$ cat src/rtl/core_types.sv
// Shared frontend types: fetch FSM encoding and the instruction-buffer entry.
package core_types;

  localparam int unsigned INSTR_WIDTH = 32;
  localparam int unsigned PC_WIDTH    = 32;

  typedef enum logic [1:0] {
    REQ     = 2'd0,
    WAIT    = 2'd1,
    DISCARD = 2'd2
  } fetch_state_t;

  typedef struct packed {
    logic                   valid;
    logic [PC_WIDTH-1:0]    pc;
    logic [INSTR_WIDTH-1:0] instr;
  } instr_info_t;

endpackage

$ cat src/rtl/instr_fetch_unit.sv
// Fetch unit: holds the PC, issues one aligned packet request at a time to the
// ICache and presents the returned packet to the instruction buffer for one cycle.
module instr_fetch_unit
  import core_types::*;
#(
  parameter int unsigned              IF_WIDTH   = 2,
  parameter int unsigned              ADDR_WIDTH = 32,
  parameter logic [ADDR_WIDTH-1:0]    RESET_PC   = 32'h1c000000
) (
  input  logic                            clk,
  input  logic                            rst_n,
  output logic                            icache_rreq_o,
  output logic [ADDR_WIDTH-1:0]           icache_raddr_o,
  input  logic                            icache_rreq_ready_i,
  input  logic                            icache_rvalid_i,
  input  logic [IF_WIDTH*INSTR_WIDTH-1:0] icache_rdata_i,
  input  logic                            frontend_stallreq_i,
  input  logic                            backend_flush_i,
  input  logic [ADDR_WIDTH-1:0]           backend_target_i,
  output instr_info_t [IF_WIDTH-1:0]      instr_o
);

  localparam int unsigned IDX_W = $clog2(IF_WIDTH);
  localparam int unsigned OFF_W = IDX_W + 2;
  localparam int unsigned STEP  = IF_WIDTH * 4;

  fetch_state_t               r_state;
  fetch_state_t               w_state_next;
  logic [ADDR_WIDTH-1:0]      r_pc;
  logic [ADDR_WIDTH-1:0]      w_pc_next;
  logic [ADDR_WIDTH-1:0]      w_pc_aligned;
  logic                       w_pkt_wr;
  logic [IDX_W-1:0]           w_lane_idx;
  logic [IF_WIDTH-1:0]        w_lane_mask;
  instr_info_t [IF_WIDTH-1:0] w_pkt;
  instr_info_t [IF_WIDTH-1:0] r_instr;
  logic                       w_unused_pc_bits;

  // PC alignment: packet base and index of the first lane being fetched
  assign w_pc_aligned     = {r_pc[ADDR_WIDTH-1:OFF_W], OFF_W'(0)};
  assign w_lane_idx       = r_pc[OFF_W-1:2];
  assign w_unused_pc_bits = ^r_pc[1:0];

  // Lane mask: lanes before the PC's slot in the packet are not part of the stream
  always_comb begin
    w_lane_mask = '0;
    for (int i = 0; i < int'(IF_WIDTH); i++) begin
      w_lane_mask[i] = (IDX_W'(i) >= w_lane_idx);
    end
  end

  // Packet formatting: invalid lanes are forced to all zero
  always_comb begin
    w_pkt = '0;
    for (int i = 0; i < int'(IF_WIDTH); i++) begin
      if (w_lane_mask[i]) begin
        w_pkt[i].valid = 1'b1;
        w_pkt[i].pc    = PC_WIDTH'(w_pc_aligned + ADDR_WIDTH'(4 * i));
        w_pkt[i].instr = icache_rdata_i[INSTR_WIDTH*i +: INSTR_WIDTH];
      end
    end
  end

  // State register and fetch PC
  always_ff @(posedge clk or negedge rst_n) begin
    if (!rst_n) begin
      r_state <= REQ;
      r_pc    <= RESET_PC;
    end else begin
      r_state <= w_state_next;
      r_pc    <= w_pc_next;
    end
  end

  // Next-state logic: flush always wins the PC, a response in WAIT is only kept without flush
  always_comb begin
    w_state_next = r_state;
    w_pc_next    = r_pc;
    w_pkt_wr     = 1'b0;
    unique case (r_state)
      REQ: begin
        if (backend_flush_i) begin
          w_pc_next = backend_target_i;
        end else if (icache_rreq_o && icache_rreq_ready_i) begin
          w_state_next = WAIT;
        end
      end
      WAIT: begin
        if (backend_flush_i) begin
          w_pc_next    = backend_target_i;
          w_state_next = icache_rvalid_i ? REQ : DISCARD;
        end else if (icache_rvalid_i) begin
          w_pkt_wr     = 1'b1;
          w_pc_next    = w_pc_aligned + ADDR_WIDTH'(STEP);
          w_state_next = REQ;
        end
      end
      DISCARD: begin
        if (backend_flush_i) begin
          w_pc_next = backend_target_i;
        end
        if (icache_rvalid_i) begin
          w_state_next = REQ;
        end
      end
      default: begin
        w_state_next = REQ;
      end
    endcase
  end

  // Request outputs: combinational, suppressed during reset, stall and flush
  always_comb begin
    icache_rreq_o  = rst_n && (r_state == REQ) && !frontend_stallreq_i && !backend_flush_i;
    icache_raddr_o = w_pc_aligned;
  end

  // Output packet register: holds a packet for exactly one cycle, zero otherwise
  always_ff @(posedge clk or negedge rst_n) begin
    if (!rst_n) begin
      r_instr <= '0;
    end else begin
      r_instr <= w_pkt_wr ? w_pkt : '0;
    end
  end

  assign instr_o = r_instr;

endmodule

$ cat config.mk
export PLATFORM = sky130hd
export DESIGN_NAME = instr_fetch_unit
export DESIGN_NICKNAME = d
export VERILOG_FILES = /design/src/rtl/core_types.sv /design/src/rtl/instr_fetch_unit.sv
export SDC_FILE = /design/constraint.sdc
export NUM_CORES = 1
export LEC_CHECK = 0
export BUFFER_PORTS_ARGS = -buffer_cell sky130_fd_sc_hd__buf_2
export CAP_MARGIN = 25
export CORE_MARGIN = 2
export CORE_UTILIZATION = 35
export CTS_CLUSTER_SIZE = 20
export DETAILED_ROUTE_END_ITERATION = 8
export GPL_TIMING_DRIVEN = 0
export MAX_ROUTING_LAYER = met4
export PLACE_DENSITY_LB_ADDON = 0.2
export RECOVER_POWER = 50
export SLEW_MARGIN = 20
export SYNTH_ARGS = -nofsm -noshare
export SYNTH_HDL_FRONTEND = slang
export SYNTH_SLANG_ARGS = --single-unit
$ cat constraint.sdc
create_clock -name clk -period 2.85 [get_ports clk]
set_clock_uncertainty 0.05 [all_clocks]
set_input_delay 0.855 -clock clk [delete_from_list [all_inputs] [get_ports clk]]
set_output_delay 0.855 -clock clk [all_outputs]
set_load 0.05 [all_outputs]
# Word level (Yosys, flattened, before mapping)
# Cells that the tools add are included.
# classes
order_cmp,2
n_reduce_logical,11
muxes,16
n_eq_ne,6
addsub,2
# ops
op,count
2-to-1 mux 130 bit,1
2-to-1 mux 65 bit,2
2-to-1 mux 32 bit,3
one-hot mux 32 bit (2 select lines),1
"adder 32 x 3 -> 32 bit, second input constant",1
"adder 32 x 4 -> 32 bit, second input constant",1
2-to-1 mux 2 bit,5
one-hot mux 2 bit (3 select lines),1
logical AND 1 bit,4
"!= test 2 bit, second input constant",2
2-to-1 mux 1 bit,3
"!= test 3 bit, second input constant",1
AND reduction 3 bit,1
"equality test 2 x 1 -> 1 bit, second input constant",1
"equality test 2 bit, second input constant",1
"greater-or-equal comparator 1 bit, first input constant",2
zero test 1 bit,2
zero test 2 bit,1
"!= test 2 x 1 -> 1 bit, second input constant",1
AND reduction 2 bit,1
nonzero test 2 bit,1
OR reduction 2 bit,1
# word_totals
input_bits,102
word_cells,45
out_inout_bits,163
reg_bits,164

# Logic depth before layout (Yosys ltp)
# Gate-level depths: netlist of run 1.
# depth
word_depth,8
ltp_mapped,8
mapped_depth_nobuf,5

# Worst setup path after synthesis of run 1
# No wires, ideal clock.
# synth_timing
kind,input-to-output
start,in backend_flush_i
end,out icache_rreq_o
arrival_ps,2533
path_buffers,1
t_required_ps,1945
cell_stages,2
slack_ps,-588
cell_sequence,buf_6 nor4_1
# synth_between
elab_chain_cells,2
# synth_rtl
element,line,text
start: declaration,instr_fetch_unit.sv:18,"input logic backend_flush_i,"
zero test 1 bit,instr_fetch_unit.sv:114,icache_rreq_o = rst_n && (r_state == REQ) && !frontend_stallreq_i && !backend_flush_i;
logical AND 1 bit,instr_fetch_unit.sv:114,
end: declaration,instr_fetch_unit.sv:12,"output logic icache_rreq_o,"
# Every way passes these cells.

# Worst setup path in the final report of run 1
# Same ends and word-level chain as after synthesis.

==> impl_metrics.ini, run 1 <==
[outcome]
outcome = completed

[power_and_ir_drop]
power-per-cell-area_nw_per_um2 = 629.9
swShare_pct = 28.90
switchingPower_mw = 1.558
p_total_mw = 5.390
peakVddDrop_mv = 0.3924
power_frac_clock_pct = 43.0
power_frac_comb_pct = 13.0
p_int_mw = 3.832
leakagePower_nw = 4.391
seq_power_share_pct = 44.0

[critical_path]
cpMostUsedCell = clkbuf_1
cp-endpoint = icache_rreq_o
cp_num_cells = 4
r2r_end = instr_o[109]
ff2ff_setup_slack_ns = 0.58
critPathMaxFanout = 10
path_cells = clkbuf_1 > clkbuf_1 > nor4_2 > buf_2
max_stage_delay_ns = 0.32
critical_path.slowest_cell = nor4_2
crit_family = buffers and inverters
crit_type = in -> out
crit_path_start = backend_flush_i
reg2reg_depth = 5
arrival_ns = 1.84
worst-endpoint-required_ns = 1.95
crit_buf_inv = 3
end_kind = output pin
r2r-start = r_state[1]
cp-start-kind = input pin

[sta]
drv_slew = 0
grt_setup_unrepaired = false
fmaxAchievable_mhz = 364.1
setup_viol = 0
period_share_pct = 96.38
worstMarginPinSlew_ns = 1.210
slew_headroom_pct = 19.35
period_needed_ns = 2.747
hold_viol = 0
fin_setup_tns_ns = 0
layout_setup_ws_ns = 0.1032

[flow_run]
max_cap_violations = 0

[floorplan]
dieArea_um2 = 19420
io-pin-count = 265
initial_core_util_pct = 35.70
fp.coreArea_um2 = 17960
die_h_um = 139.4
fp.dieW_um = 139.4
floorplan.rows = 49

[layout]
syn_to_final_growth_pct = 33.46
fillCellCount = 1733
final_core_util_pct = 47.64
nets = 943
drive_gt1_share_pct = 34.94
final_cells = 1083

[logic_synthesis]
synth_area_leader_cell = dfrtp_1
async_flop_share_pct = 100.0
synth.distinct_cells = 54
synth_top_area_share_pct = 59.71
yosysMostFrequentCell = dfrtp_1
ys_top_cells_by_area = dfrtp_1 (60%), and2_1 (11%), buf_4 (4.8%)
synth-seq-cells = 156
netlist_instances = 559
avgSynthCellArea_um2 = 11.47
synth_edf_count = 0
synth_ff_type = dfrtp_1
ys_warn_count = 0
netlist_area_um2 = 6412
yosysSeqAreaShare_pct = 60.94
synth_common_cells = dfrtp_1 (153), and2_1 (117), buf_4 (41), nand2_1 (25), a21oi_1 (19)

[clock_tree]
cts_tree = yes
clockBufferDepth = 2
cts_made_buffers = 17
path_clk_slew_ns = 0.07
h-tree-depth = 4
clk_latency_ns = 0.43
clkSinkCount = 156
cts_root_buf = clkbuf_16

[drt]
drt_pass1_iterations = 5
ant_nets = 0
num_vias = 5234
wl_per_cell_um = 17.81
first_iter_violations = 423
vias_per_cell = 4.833
routed_wl_mm = 19.29
post-route-drc-count = 0

[global_route]
antenna_found_initial = 0
grt_max_degree = 89
grt-ovfl-total = 0
grt_pass1_vias = 5077
track_usage_pct = 20.52
grt_pass1_wl_mm = 29.63

[worst_hold_path]
hp-class = in -> async

[placement]
gp_congestion = 0.8839
pre_cts_slack_ns = -0.01916
port_buffers = 254
dpl.cell_count = 1050
dp_hpwl_mm = 14.02
## cell usage in the layout (no fill, tap or decap), types with 6 or more instances in the layout
cell,instances
a21oi_1,19
o22ai_1,9
nor4_1,13
o21ai_0,6
clkbuf_1,71
a32oi_1,7
and4_1,8
dfrtp_1,153
clkbuf_16,17
buf_2,213
nand2_1,25
and2_0,14
nand3_1,15
and2_1,105
nand4_1,15
buf_4,41
conb_1,8
nor3_1,10
nor2_1,15
## power by group through the flow
stage	Sequential (mW)	Clock, mW	Combinational [mW]
detailed placement	2.41	0	0.708
finish	2.37	2.32	0.699
floorplan	2.42	0	0.433
CTS	2.37	2.37	0.712
global route	2.39	2.47	0.752
global placement	2.42	0	0.702
## metal layers
layer | track usage [%] | share of wire, % | wire, um
met5 | - | 0 | 0
met4 | 6.007 | 1.6 | 301
met3 | 4.852 | 7.3 | 1399
met2 | 32.66 | 48 | 9272
met1 | 26.25 | 43 | 8317
## kinds of logic (layout without fill, tap and decap cells)
family / count (synthesis) / after routing / synth area share [%]
simple gates: 242 / 242 / 22.44
flops: 156 / 156 / 60.94
compound gates: 80 / 80 / 8.839
buf+inv: 78 / 365 / 7.356
fa+ha+maj: 1 / 1 / 0.1951
other cells: 1 / 9 / 0.05848
mux: 1 / 1 / 0.1756
## sequential cells by signal, indices dropped and copies added (netlist names)
register and count:
instr_o 124, r_state 2, r_pc 30
## worst min-delay path by stage
stage              from           end  cells past startpoint
2_1_floorplan  r_pc[14]   instr_o[46]                      1
5_1_grt           rst_n    r_state[0]                      1
3_3_place_gp   r_pc[28]  instr_o[125]                      1
6_report          rst_n    r_state[0]                      1
3_5_place_dp   r_pc[28]  instr_o[125]                      1
4_1_cts           rst_n    r_state[0]                      1
## worst reg2reg max path, delay by kind of cell, from the launching register on
kind	cells	cell delay (ns)
buffers and inverters	3	1.12
AND/OR/NAND/NOR	2	0.68
flip-flops	1	0.35
## what timing repair did
| item | 4_1_cts | 5_1_grt |
|---|---|---|
| setup endpoints to repair | 1 | 0 |
| gates resized for setup | 1 | 0 |
| hold buffers | 0 | 0 |
| setup buffers | 0 | 0 |
## area by class of cell
class                      count  area (um2)  share of cell area (%)
buffer                        73       445.4                   5.205
multi-input combinational    332        2066                   24.14
clock buffer                  18       429.2                   5.015
timing repair buffer         255        1227                   14.34
antenna                        1       2.502                 0.02924
clock inverter                14       175.2                   2.047
inverter                       5       18.77                  0.2193
tap                          229       286.5                   3.348
sequential                   156        3908                   45.66
## through the flow
stage               hold WS (ns)  cell area [um2]
floorplan                 0.4770             6445
global placement          0.5195             8003
detailed placement        0.5240             8040
CTS                       0.2722             8650
global route              0.2780             8556
finish                    0.2515             8558
Note: power is estimated with default switching activity, not from simulation.
==> run 2: changes to the inputs <==
CORE_UTILIZATION = 40   (was 35)
==> impl_metrics.ini, run 2 (synthesized netlist as in run 1, its figures left out) <==
[floorplan]
floorplan.rows = 46
die_h_um = 130.6
fp.dieW_um = 130.6
fp.coreArea_um2 = 15770
dieArea_um2 = 17060
io-pin-count = 265
initial_core_util_pct = 40.66

[worst_hold_path]
hp-class = in -> async

[sta]
drv_slew = 0
setup_viol = 0
period_needed_ns = 2.723
fmaxAchievable_mhz = 367.3
hold_viol = 0
grt_setup_unrepaired = false
worstMarginPinSlew_ns = 1.246
period_share_pct = 95.54
slew_headroom_pct = 16.96
whs_ns = 0.2485

[critical_path]
crit_type = in -> out
cpMostUsedCell = buf_2
critPathMaxFanout = 10
arrival_ns = 1.82
worst-endpoint-required_ns = 1.95
cp-start-kind = input pin
crit_family = buffers and inverters
critical_path.slowest_cell = nor4_2
end_kind = output pin
max_stage_delay_ns = 0.31
crit_buf_inv = 3
path_cells = buf_2 > clkbuf_1 > nor4_2 > buf_2

[drt]
post-route-drc-count = 0
num_vias = 5330
drt_pass1_iterations = 5
first_iter_violations = 429
vias_per_cell = 4.981
ant_nets = 0
routed_wl_mm = 18.90
wl_per_cell_um = 17.66

[power_and_ir_drop]
power-per-cell-area_nw_per_um2 = 606.4
p_total_mw = 5.145
leakagePower_nw = 4.373
peakVddDrop_mv = 0.3841

[global_route]
track_usage_pct = 21.82
busiest_layer = met2
grt_max_degree = 93
use_met2_pct = 34.90
met1_usage_pct = 26.67
grt-ovfl-total = 0
use_met3_pct = 6.026
grt_pass1_vias = 5190
grt_pass1_wl_mm = 27.26
antenna_found_initial = 1

[layout]
largest_register_ffs = 124
final_common_cell = buf_2
nets = 943
syn_to_final_growth_pct = 32.31
drive_gt1_share_pct = 35.64
final_cell_mix = buf_2 (219), dfrtp_1 (153), and2_1 (98)

[clock_tree]
cts_tree = yes
post_cts_resized = 0
h-tree-depth = 4
ctsHoldBuffers = 0
path_clk_slew_ns = 0.06
cts_setup_buffers = 0
cts_made_buffers = 17
cts_root_buf = clkbuf_16
clockBufferDepth = 2
clk_latency_ns = 0.42
clkSinkCount = 156

[outcome]
outcome = completed

[flow_run]
max_cap_violations = 0

[placement]
dp_hpwl_mm = 13.74
port_buffers = 254
gp_congestion = 0.8853
-- run 2: changes by cell type in the layout (fill, tap and decap cells not counted), moves of 6 or more --
| cell | change |
|---|---|
| clkbuf_1 | -6 |
| buf_2 | +6 |
| and2_0 | +7 |
| and2_1 | -7 |
-- run 2: where the power goes --
group	switching [mW]	leakage (nW)	internal, mW
Combinational	0.473	2.02	0.230
Sequential	0.0962	2.10	2.28
Clock	0.942	0.259	1.13
Total	1.51	4.37	3.63
-- run 2: stage by stage --
stage               setup slack [ns]  instance area [um2]  util [%]  cells  setup TNS [ns]
floorplan                    0.01297                 6445         -    566               0
global placement              -2.239                 7986     50.64   1036         -210.91
detailed placement           0.01912                 8024     50.88   1037               0
CTS                          0.01039                 8563     54.30   1069               0
global route                 0.06302                 8484     53.80   1070               0
finish                        0.1271                 8484     53.80   1070               0
-- run 2: path summary, 6_finish.rpt --
kind / startpoint / to / slack [ns] / cells after the start
worst max-delay path: backend_flush_i / icache_rreq_o / 0.13 / 4
worst min-delay path: rst_n / r_state[0] / 0.25 / 1
worst max register to register: r_pc[3] / r_pc[25] / 0.64 / 6
worst min register to register: r_pc[28] / instr_o[60] / 0.52 / 1
max in group asynchronous: rst_n / instr_o[51] / 0.91 / 2
min in group clk: r_pc[28] / instr_o[60] / 0.52 / 1
-- run 2: layout make-up --
class | instances | area, um2
well taps | 216 | 270.3
clock inverters | 14 | 110.1
diodes | 1 | 2.502
inverters | 5 | 18.77
flip-flops and latches | 156 | 3908
fillers | 1509 | 7286
clock buffers | 18 | 429.2
repair buffers | 255 | 1235
plain buffers | 73 | 445.4
multi-input cells | 332 | 2066
-- run 2: layer usage --
layer  routed length (um)  up-vias
li1                     -     2465
met5                    0        -
met2                 9174      303
met4                  286        0
met3                 1841       25
met1                 7594     2537
-- run 2: worst register-to-register path, delay by kind of cell, from the launching register on --
kind	cells	cell delay (ns)
AOI/OAI and AO/OA	1	0.28
DFF	1	0.52
buffers and inverters	1	0.28
adders and majority gates	1	0.27
and+or+nand+nor	3	0.71
==> run 3: changes to the inputs <==
CELL_PAD_IN_SITES_DETAIL_PLACEMENT = 2   (was unset)
CELL_PAD_IN_SITES_GLOBAL_PLACEMENT = 2   (was unset)
CORE_UTILIZATION = 31   (was 40)
==> impl_metrics.ini, run 3 (synthesized netlist as in run 1, its figures left out) <==
[outcome]
outcome = completed

[drt]
routed_wl_mm = 23.21
post-route-drc-count = 0
wl_per_cell_um = 20.67
vias_per_cell = 4.793
drt_pass1_iterations = 4
first_iter_violations = 282
ant_nets = 0
num_vias = 5383

[clock_tree]
cts_tree = yes
ctsHoldBuffers = 0
clk_latency_ns = 0.42
cts_root_buf = clkbuf_16
cts_setup_buffers = 0
h-tree-depth = 4
clockBufferDepth = 2
post_cts_resized = 1
path_clk_slew_ns = 0.07
cts_made_buffers = 17
clkSinkCount = 156

[floorplan]
io-pin-count = 265
initial_core_util_pct = 31.59
floorplan.rows = 52
die_h_um = 147.8
dieArea_um2 = 21850
fp.dieW_um = 147.8
fp.coreArea_um2 = 20300

[critical_path]
cp-start-kind = input pin
path_cells = buf_12 > nand2b_1 > nor4_2 > buf_2
max_stage_delay_ns = 0.32
crit_type = in -> out
crit_buf_inv = 2
critPathMaxFanout = 66
end_kind = output pin
crit_family = buffers and inverters
crit_path_start = rst_n
critical_path.slowest_cell = buf_2
arrival_ns = 1.76
r2r-start = r_pc[3]
worst-endpoint-required_ns = 1.95

[power_and_ir_drop]
power-per-cell-area_nw_per_um2 = 622.4
p_int_mw = 3.744
power_frac_comb_pct = 13.5
peakVddDrop_mv = 0.3881
swShare_pct = 29.99
leakagePower_nw = 4.374
power_frac_clock_pct = 42.0
p_total_mw = 5.348
switchingPower_mw = 1.604
seq_power_share_pct = 44.4

[layout]
syn_to_final_growth_pct = 33.99
final_common_cell = buf_2
final_cell_mix = buf_2 (213), dfrtp_1 (153), and2_1 (103)
drive_gt1_share_pct = 35.05
largest_register_ffs = 124
diodes = 0
nets = 943
fillCellCount = 2234

[placement]
port_buffers = 254
gp_congestion = 0.8440
dp_hpwl_mm = 16.93

[sta]
drv_slew = 0
grt_setup_unrepaired = false
fmaxAchievable_mhz = 375.4
setup_viol = 0
hold_viol = 0
period_needed_ns = 2.664
whs_ns = 0.2601
slew_headroom_pct = 13.48
worstMarginPinSlew_ns = 1.298
period_share_pct = 93.48

[global_route]
antenna_found_initial = 0
use_met3_pct = 4.969
grt_max_degree = 93
busiest_layer = met2
grt-ovfl-total = 0
grt_pass1_wl_mm = 35.46
grt_pass1_vias = 5897
met1_usage_pct = 25.94
use_met2_pct = 38.00
track_usage_pct = 21.91

[flow_run]
max_cap_violations = 0

[worst_hold_path]
hp-class = in -> async
[run 3: cell count changes in the layout (fill, tap and decap cells not counted), moves of 3 or more]
cell	change
and2_1	+5
buf_2	-6
clkinv_2	-3
clkbuf_1	+5
and2_0	-5
[run 3: final timing paths]
| check | end | slack [ns] | cells past startpoint |
|---|---|---|---|
| setup / recovery | icache_rreq_o | 0.19 | 4 |
| hold / removal | r_state[0] | 0.26 | 1 |
| setup reg to reg | r_pc[27] | 0.54 | 6 |
| hold reg to reg | instr_o[125] | 0.52 | 1 |
| max in group asynchronous | instr_o[7] | 0.83 | 2 |
| min in group clk | instr_o[125] | 0.52 | 1 |
[run 3: worst register-to-register path, delay by kind of cell, from the launching register on]
| family | cells | cell delay [ns] |
|---|---|---|
| adder cells (fa/ha/maj) | 1 | 0.30 |
| AO/OA/AOI/OAI | 2 | 0.43 |
| buffers and inverters | 1 | 0.28 |
| flip-flops | 1 | 0.57 |
| AND/OR/NAND/NOR | 2 | 0.60 |
[run 3: layout make-up]
cell class	instances	area [um2]	area share [%]
flip-flops and latches	156	3908	45.48
multi-input cells	332	2066	24.04
repair buffers	255	1227	14.29
plain buffers	73	452.9	5.272
clock buffers	18	429.2	4.995
well taps	270	337.8	3.932
clock inverters	14	152.6	1.777
inverters	5	18.77	0.2184
[run 3: per-layer routing]
layer,wire length (um),share of wire (%)
met1,9714,42
met2,11780,51
met5,0,0
met4,261,1.1
met3,1450,6.2
[run 3: power groups by stage]
stage / Sequential, mW / Clock [mW] / Combinational, mW
floorplan: 2.42 / 0 / 0.433
global placement: 2.41 / 0 / 0.706
detailed placement: 2.42 / 0 / 0.728
CTS: 2.38 / 2.30 / 0.738
global route: 2.39 / 2.39 / 0.777
finish: 2.38 / 2.25 / 0.724
[run 3: metrics by stage]
step / instances / setup WS (ns) / util (%) / area (um2) / setup TNS [ns]
after floorplan: 566 / 0.01297 / - / 6445 / 0
after global placement: 1090 / -2.333 / 39.68 / 8054 / -229.25
after detailed placement: 1091 / -0.008432 / 39.86 / 8092 / -0.008432
after CTS: 1123 / 0.1118 / 42.75 / 8678 / 0
after global routing: 1123 / 0.01347 / 42.33 / 8592 / 0
final: 1123 / 0.1859 / 42.33 / 8592 / 0
